**config.mk**
```make
export PLATFORM = sky130hd
export DESIGN_NAME = frq_div_ring
export DESIGN_NICKNAME = d
export VERILOG_FILES = /design/src/rtl/frq_div_ring.sv
export SDC_FILE = /design/constraint.sdc
export NUM_CORES = 1
export LEC_CHECK = 0
export BUFFER_PORTS_ARGS = -buffer_cell sky130_fd_sc_hd__buf_4
export CAP_MARGIN = 20
export CORE_MARGIN = 5
export CORE_UTILIZATION = 45
export CTS_BUF_LIST = sky130_fd_sc_hd__clkbuf_4 sky130_fd_sc_hd__clkbuf_8
export DETAILED_ROUTE_END_ITERATION = 10
export MAX_ROUTING_LAYER = met4
export PLACE_DENSITY_LB_ADDON = 0.2
export RECOVER_POWER = 100
export SLEW_MARGIN = 20
export SYNTH_ARGS = -nofsm -noshare
export SYNTH_HDL_FRONTEND = slang
export SYNTH_SLANG_ARGS = --single-unit
```
**constraint.sdc**
```tcl
create_clock -name mclk -period 2.7 [get_ports mclk]
set_input_delay 0.135 -clock mclk [delete_from_list [all_inputs] [get_ports mclk]]
set_output_delay 0.135 -clock mclk [all_outputs]
set_load 0.02 [all_outputs]
```
**src/rtl/frq_div_ring.sv**
```systemverilog
// Programmable mclk divider with tick strobe and one-hot/Johnson ring.
// Divisor loads are deferred to the next terminal edge while counting.
module frq_div_ring #(
    parameter int CNT_W   = 16,
    parameter int RING_N  = 4,
    parameter int JOHNSON = 0,
    parameter int DEF_DIV = 10
) (
    input  logic              mclk,
    input  logic              rst,
    input  logic              en,
    input  logic [CNT_W-1:0]  div,
    input  logic              div_ld,
    input  logic              dir,
    output logic              clk,
    output logic              tick,
    output logic [RING_N-1:0] ring,
    output logic              wrap
);

    localparam logic [CNT_W-1:0]  DEF_D = CNT_W'(DEF_DIV);
    localparam logic [CNT_W-1:0]  MIN_D = CNT_W'(2);
    localparam logic [RING_N-1:0] ONE   = RING_N'(1);
    localparam logic [RING_N-1:0] RST_RING =
        (JOHNSON != 0) ? '0 : ONE;

    logic [CNT_W-1:0]  r_cnt;
    logic [CNT_W-1:0]  r_d;
    logic [CNT_W-1:0]  r_pend;
    logic              r_pend_v;
    logic              r_clk;
    logic              r_tick;
    logic              r_wrap;
    logic [RING_N-1:0] r_ring;

    logic [CNT_W:0]    w_dm1;
    logic [CNT_W:0]    w_half;
    logic [CNT_W:0]    w_inc;
    logic              w_term;
    logic [CNT_W-1:0]  w_div;
    logic              w_onehot;
    logic [RING_N-1:0] w_ring_nx;

    // One extra bit keeps D-1 and (D+1)>>1 exact at the top of the range.
    assign w_dm1  = {1'b0, r_d} - 1'b1;
    assign w_half = ({1'b0, r_d} + 1'b1) >> 1;
    assign w_inc  = {1'b0, r_cnt} + 1'b1;
    assign w_term = en && ({1'b0, r_cnt} == w_dm1);
    assign w_div  = (div < MIN_D) ? MIN_D : div;

    assign w_onehot = (r_ring != '0) &&
                      ((r_ring & (r_ring - ONE)) == '0);

    // Next ring pattern for the coming advance.
    always_comb begin
        w_ring_nx = r_ring;
        if (JOHNSON != 0) begin
            if (dir)
                w_ring_nx = {r_ring[RING_N-2:0], ~r_ring[RING_N-1]};
            else
                w_ring_nx = {~r_ring[0], r_ring[RING_N-1:1]};
        end else if (!w_onehot) begin
            w_ring_nx = ONE;
        end else if (dir) begin
            w_ring_nx = {r_ring[RING_N-2:0], r_ring[RING_N-1]};
        end else begin
            w_ring_nx = {r_ring[0], r_ring[RING_N-1:1]};
        end
    end

    // Period counter, active divisor and pending divisor.
    always_ff @(posedge mclk or negedge rst) begin
        if (!rst) begin
            r_cnt    <= '0;
            r_d      <= DEF_D;
            r_pend   <= '0;
            r_pend_v <= 1'b0;
        end else if (en) begin
            if (w_term) begin
                r_cnt    <= '0;
                r_pend_v <= 1'b0;
                if (div_ld)
                    r_d <= w_div;
                else if (r_pend_v)
                    r_d <= r_pend;
            end else begin
                r_cnt <= w_inc[CNT_W-1:0];
                if (div_ld) begin
                    r_pend   <= w_div;
                    r_pend_v <= 1'b1;
                end
            end
        end else if (div_ld) begin
            r_d      <= w_div;
            r_cnt    <= '0;
            r_pend_v <= 1'b0;
        end
    end

    // Divided clock: rises on the terminal edge, falls at mid-period.
    always_ff @(posedge mclk or negedge rst) begin
        if (!rst) begin
            r_clk <= 1'b0;
        end else if (en) begin
            if (w_term)
                r_clk <= 1'b1;
            else if (w_inc == w_half)
                r_clk <= 1'b0;
        end else if (div_ld) begin
            r_clk <= 1'b0;
        end
    end

    // Ring advance plus tick and wrap strobes.
    always_ff @(posedge mclk or negedge rst) begin
        if (!rst) begin
            r_ring <= RST_RING;
            r_tick <= 1'b0;
            r_wrap <= 1'b0;
        end else begin
            r_tick <= w_term;
            r_wrap <= w_term && (w_ring_nx == RST_RING);
            if (w_term)
                r_ring <= w_ring_nx;
        end
    end

    assign clk  = r_clk;
    assign tick = r_tick;
    assign ring = r_ring;
    assign wrap = r_wrap;

endmodule

```
==> metrics <==
count of unresolved DRC violations after routing 0; data arrival time of the worst path 3140 ps; detailed-route wire length 9940 µm; mux cell area share after synthesis 0.151; highest attainable clock frequency 341 MHz; number of global-route vias before repair 3357; critical path peak fanout 11; Switching Power 843 µW; Flop pwr share 0.381; result of the run complete, but fails checks; mean instance size in the synthesized netlist 9.39 µm²; netlist area before placement 0.00401 mm²; simple-gate portion of the synthesized area 0.212; compound-cell area share of the yosys netlist 0.0880; net count after synthesis 451; worst-skew pair later-pin latency 310 ps; final clock skew 7.27 ps; depth of the most critical reg-to-reg path 8; logic gate share of total power 0.366; fillers 757; # setup viols final 51; H-tree levels 2; Hold Path Stages 2; number of enable flip-flop cells after synthesis 0; Longest Clk Path Bufs 2; proportion of synthesized chip area in sequential cells 0.350; Final Instance Area 0.00501 mm²; dominant combinational cell family by area after synthesis simple AND/OR/NAND/NOR gates; primary flip-flop cell chosen by synthesis mapping dfrtp_1; area enclosed by the die boundary 0.0109 mm²; Hold Fails Final Rpt 0; xor and xnor area share after synthesis 0.142; worst slack at placement -203 ps; count of buffers inserted at the top-level ports 27; unrepaired setup endpoints after global routing yes; global placement routability congestion 0.892; starting DRC count in detailed routing 183; failing checks negative setup slack; instance count of the mapped netlist 427; post-DR wirelength/cell 16.6 µm; type of the worst setup path register to register; vias after detailed routing 3340; clock transition at the registers of the reported paths 110 ps; Initial Utilization 0.460; Yosys cell types 53; post-place instance area 0.00468 mm²; Max rail drop VDD 0.000269 V; count of nets left with antenna violations after detail routing 0; setup ws final -232 ps; sum of overflow across all layers after global routing 0; antenna violations before repair 0; first-pass GRT wire length 17000 µm; overall global routing resource usage 0.191; fraction of registers with async set/reset 1.00; final net count 515; worst-case headroom to the max-slew limit 0.0771; register-to-register setup slack -230 ps; register bit total from synthesis 56; critical path capture point type register; number of placement rows 34; Core Box Area 0.00872 mm²; vias per inst 5.57; Internal Pwr Total 1830 µW; Syn. warnings 0; Hold WC Path Type primary input to register; HPWL after DPL 7230 µm; power density cells 534 mW/mm²; number of optimization iterations in the first detailed-route pass 5; Max Cap Violations 0; final antenna diode count 0; I/O Pins 28; clock share of power 0.252; largest net degree at the start of global routing 57; number of slew-limit violations in the final report 0; Required @ worst endpoint 2910 ps; die extent in y 104 µm; leakage component of the power 0.00211 µW; Area Overhead vs Synth 25.0%; root buffer selected by CTS clkbuf_8; slew at the pin closest to its max-slew limit 1380 ps; Worst Hold End r_pend[14]; CTS tree yes; min-delay src div[14]; switching power as a share of total power 0.315; Die X-Extent 104 µm; worst flop-to-flop path startpoint r_d[2]; adder and majority gate portion of the synthesized area 0.00936; worst flop-to-flop path endpoint r_d[7]; Sink Count 56; number of buffers inserted during clock tree synthesis 5; Sequential cell area 0.00141 mm²; multi-input combinational cell area 0.00258 mm²; type of origin of the critical path register; final clock period utilization by the worst path 1.09; fraction of final layout cells with drive strength greater than 1 0.311; shortest clock period the worst path allows after layout 2930 ps
[metal layers]
layer / part of all wire / global-route usage / vias to the layer above
met4: 0.0027 / 0.0361 / 0
met1: 0.48 / 0.273 / 1607
li1: - / - / 1660
met2: 0.48 / 0.295 / 69
met5: 0 / - / -
met3: 0.037 / 0.0217 / 4
[how the worst max path moves through the flow]
stage / endpoint / slack, ps / cells after the start / start
floorplan: r_d[10] / -230 / 9 / r_d[3]
global placement: r_d[4] / -150 / 8 / r_d[2]
detailed placement: r_d[10] / -200 / 8 / r_d[2]
CTS: r_d[10] / -200 / 8 / r_d[2]
global route: r_d[8] / -330 / 10 / r_d[2]
finish: r_d[7] / -230 / 8 / r_d[2]
[critical path, stage by stage, from the launching register on]
cell	delay (ps)
dfrtp_1	410
or3_4	390
or3_4	380
a2111oi_4	320
nand3_1	150
a2111o_1	500
a21oi_4	210
buf_12	160
mux2_2	330
[through the flow]
stage / power, µW / instances / TNS [ps] / hold WS (ps) / util
floorplan: 1620 / 427 / -3930 / -161 / -
CTS: 2650 / 599 / -6800 / 51.5 / 0.563
detailed placement: 1930 / 587 / -6580 / 240 / 0.537
finish: 2670 / 600 / -7760 / 67.0 / 0.575
global route: 2830 / 600 / -13370 / 51.4 / 0.575
global placement: 1910 / 587 / -4340 / 230 / 0.537
[power by group through the flow]
stage	Clock (µW)	Combinational (µW)	Sequential [µW]
3_3_place_gp	0	882	1020
3_5_place_dp	0	896	1030
6_report	675	979	1020
4_1_cts	697	935	1010
5_1_grt	729	1070	1040
2_1_floorplan	0	606	1010
[cells in the mapped netlist, drive strengths merged (2+ instances only)]
cell | n | share of area
or2 | 2 | 0.0031
xnor3 | 2 | 0.011
buf | 6 | 0.011
nand4 | 17 | 0.027
and2 | 2 | 0.0031
clkbuf | 26 | 0.024
xnor2 | 45 | 0.098
dfstp | 3 | 0.020
inv | 13 | 0.012
nor4 | 10 | 0.017
mux2i | 11 | 0.027
or3 | 5 | 0.0078
and3 | 3 | 0.0047
o211a | 2 | 0.0050
xor2 | 12 | 0.026
nor3 | 13 | 0.016
nand3 | 31 | 0.040
nand4b | 4 | 0.0087
nand2 | 30 | 0.028
o22ai | 2 | 0.0031
ha | 3 | 0.0094
mux2 | 44 | 0.12
and4 | 5 | 0.011
nor2b | 6 | 0.0094
a2111o | 2 | 0.0056
a21oi | 8 | 0.013
nor3b | 3 | 0.0056
nor2 | 22 | 0.021
dfrtp | 53 | 0.33
o32ai | 2 | 0.0044
o21ai | 15 | 0.019
a31oi | 11 | 0.017
[flip-flops by register name, indices dropped and copies added, names as in the netlist]
register / count
r_cnt: 16
wrap: 1
r_pend_v: 1
ring: 4
tick: 1
r_d: 16
clk: 1
r_pend: 16
[kinds of logic (layout without fill, tap and decap cells)]
| family | count (synthesis) | count (layout) |
|---|---|---|
| buffers and inverters | 45 | 110 |
| adder cells (fa/ha/maj) | 3 | 3 |
| AND/OR/NAND/NOR | 157 | 157 |
| AO/OA/AOI/OAI | 51 | 51 |
| XOR/XNOR | 60 | 60 |
| flip-flops | 56 | 56 |
| multiplexers | 55 | 55 |
[final cells by class]
class / count / share of cell area
multi-input combinational: 326 / 0.516
sequential: 56 / 0.281
timing repair buffer: 89 / 0.139
tap: 108 / 0.0270
clock buffer: 6 / 0.0152
clock inverter: 2 / 0.0120
inverter: 13 / 0.0102
[layout by cell type (no fill, tap or decap), types with 8 or more instances in the layout]
cell,Yosys,final
mux2_4,0,20
nand2_1,30,29
xnor2_1,45,45
nor3_1,13,13
inv_1,13,12
a31oi_1,11,10
mux2i_1,11,11
o21ai_0,15,12
nand4_1,17,17
nand3_1,30,30
dfrtp_1,53,52
nor2_1,22,21
buf_4,1,74
mux2_2,36,21
nor4_1,9,8
xor2_1,12,12
[timing repair]
action | 4_1_cts | 5_1_grt
setup buffers | 3 | 2
cloned | 0 | 0
hold buffers | 1 | 0
setup endpoints to repair | 53 | 56
pin swaps | 1 | 1
endpoints found under the hold margin | 53 | 0
resized for setup | 16 | 32
(Power assumes the default switching activity.)
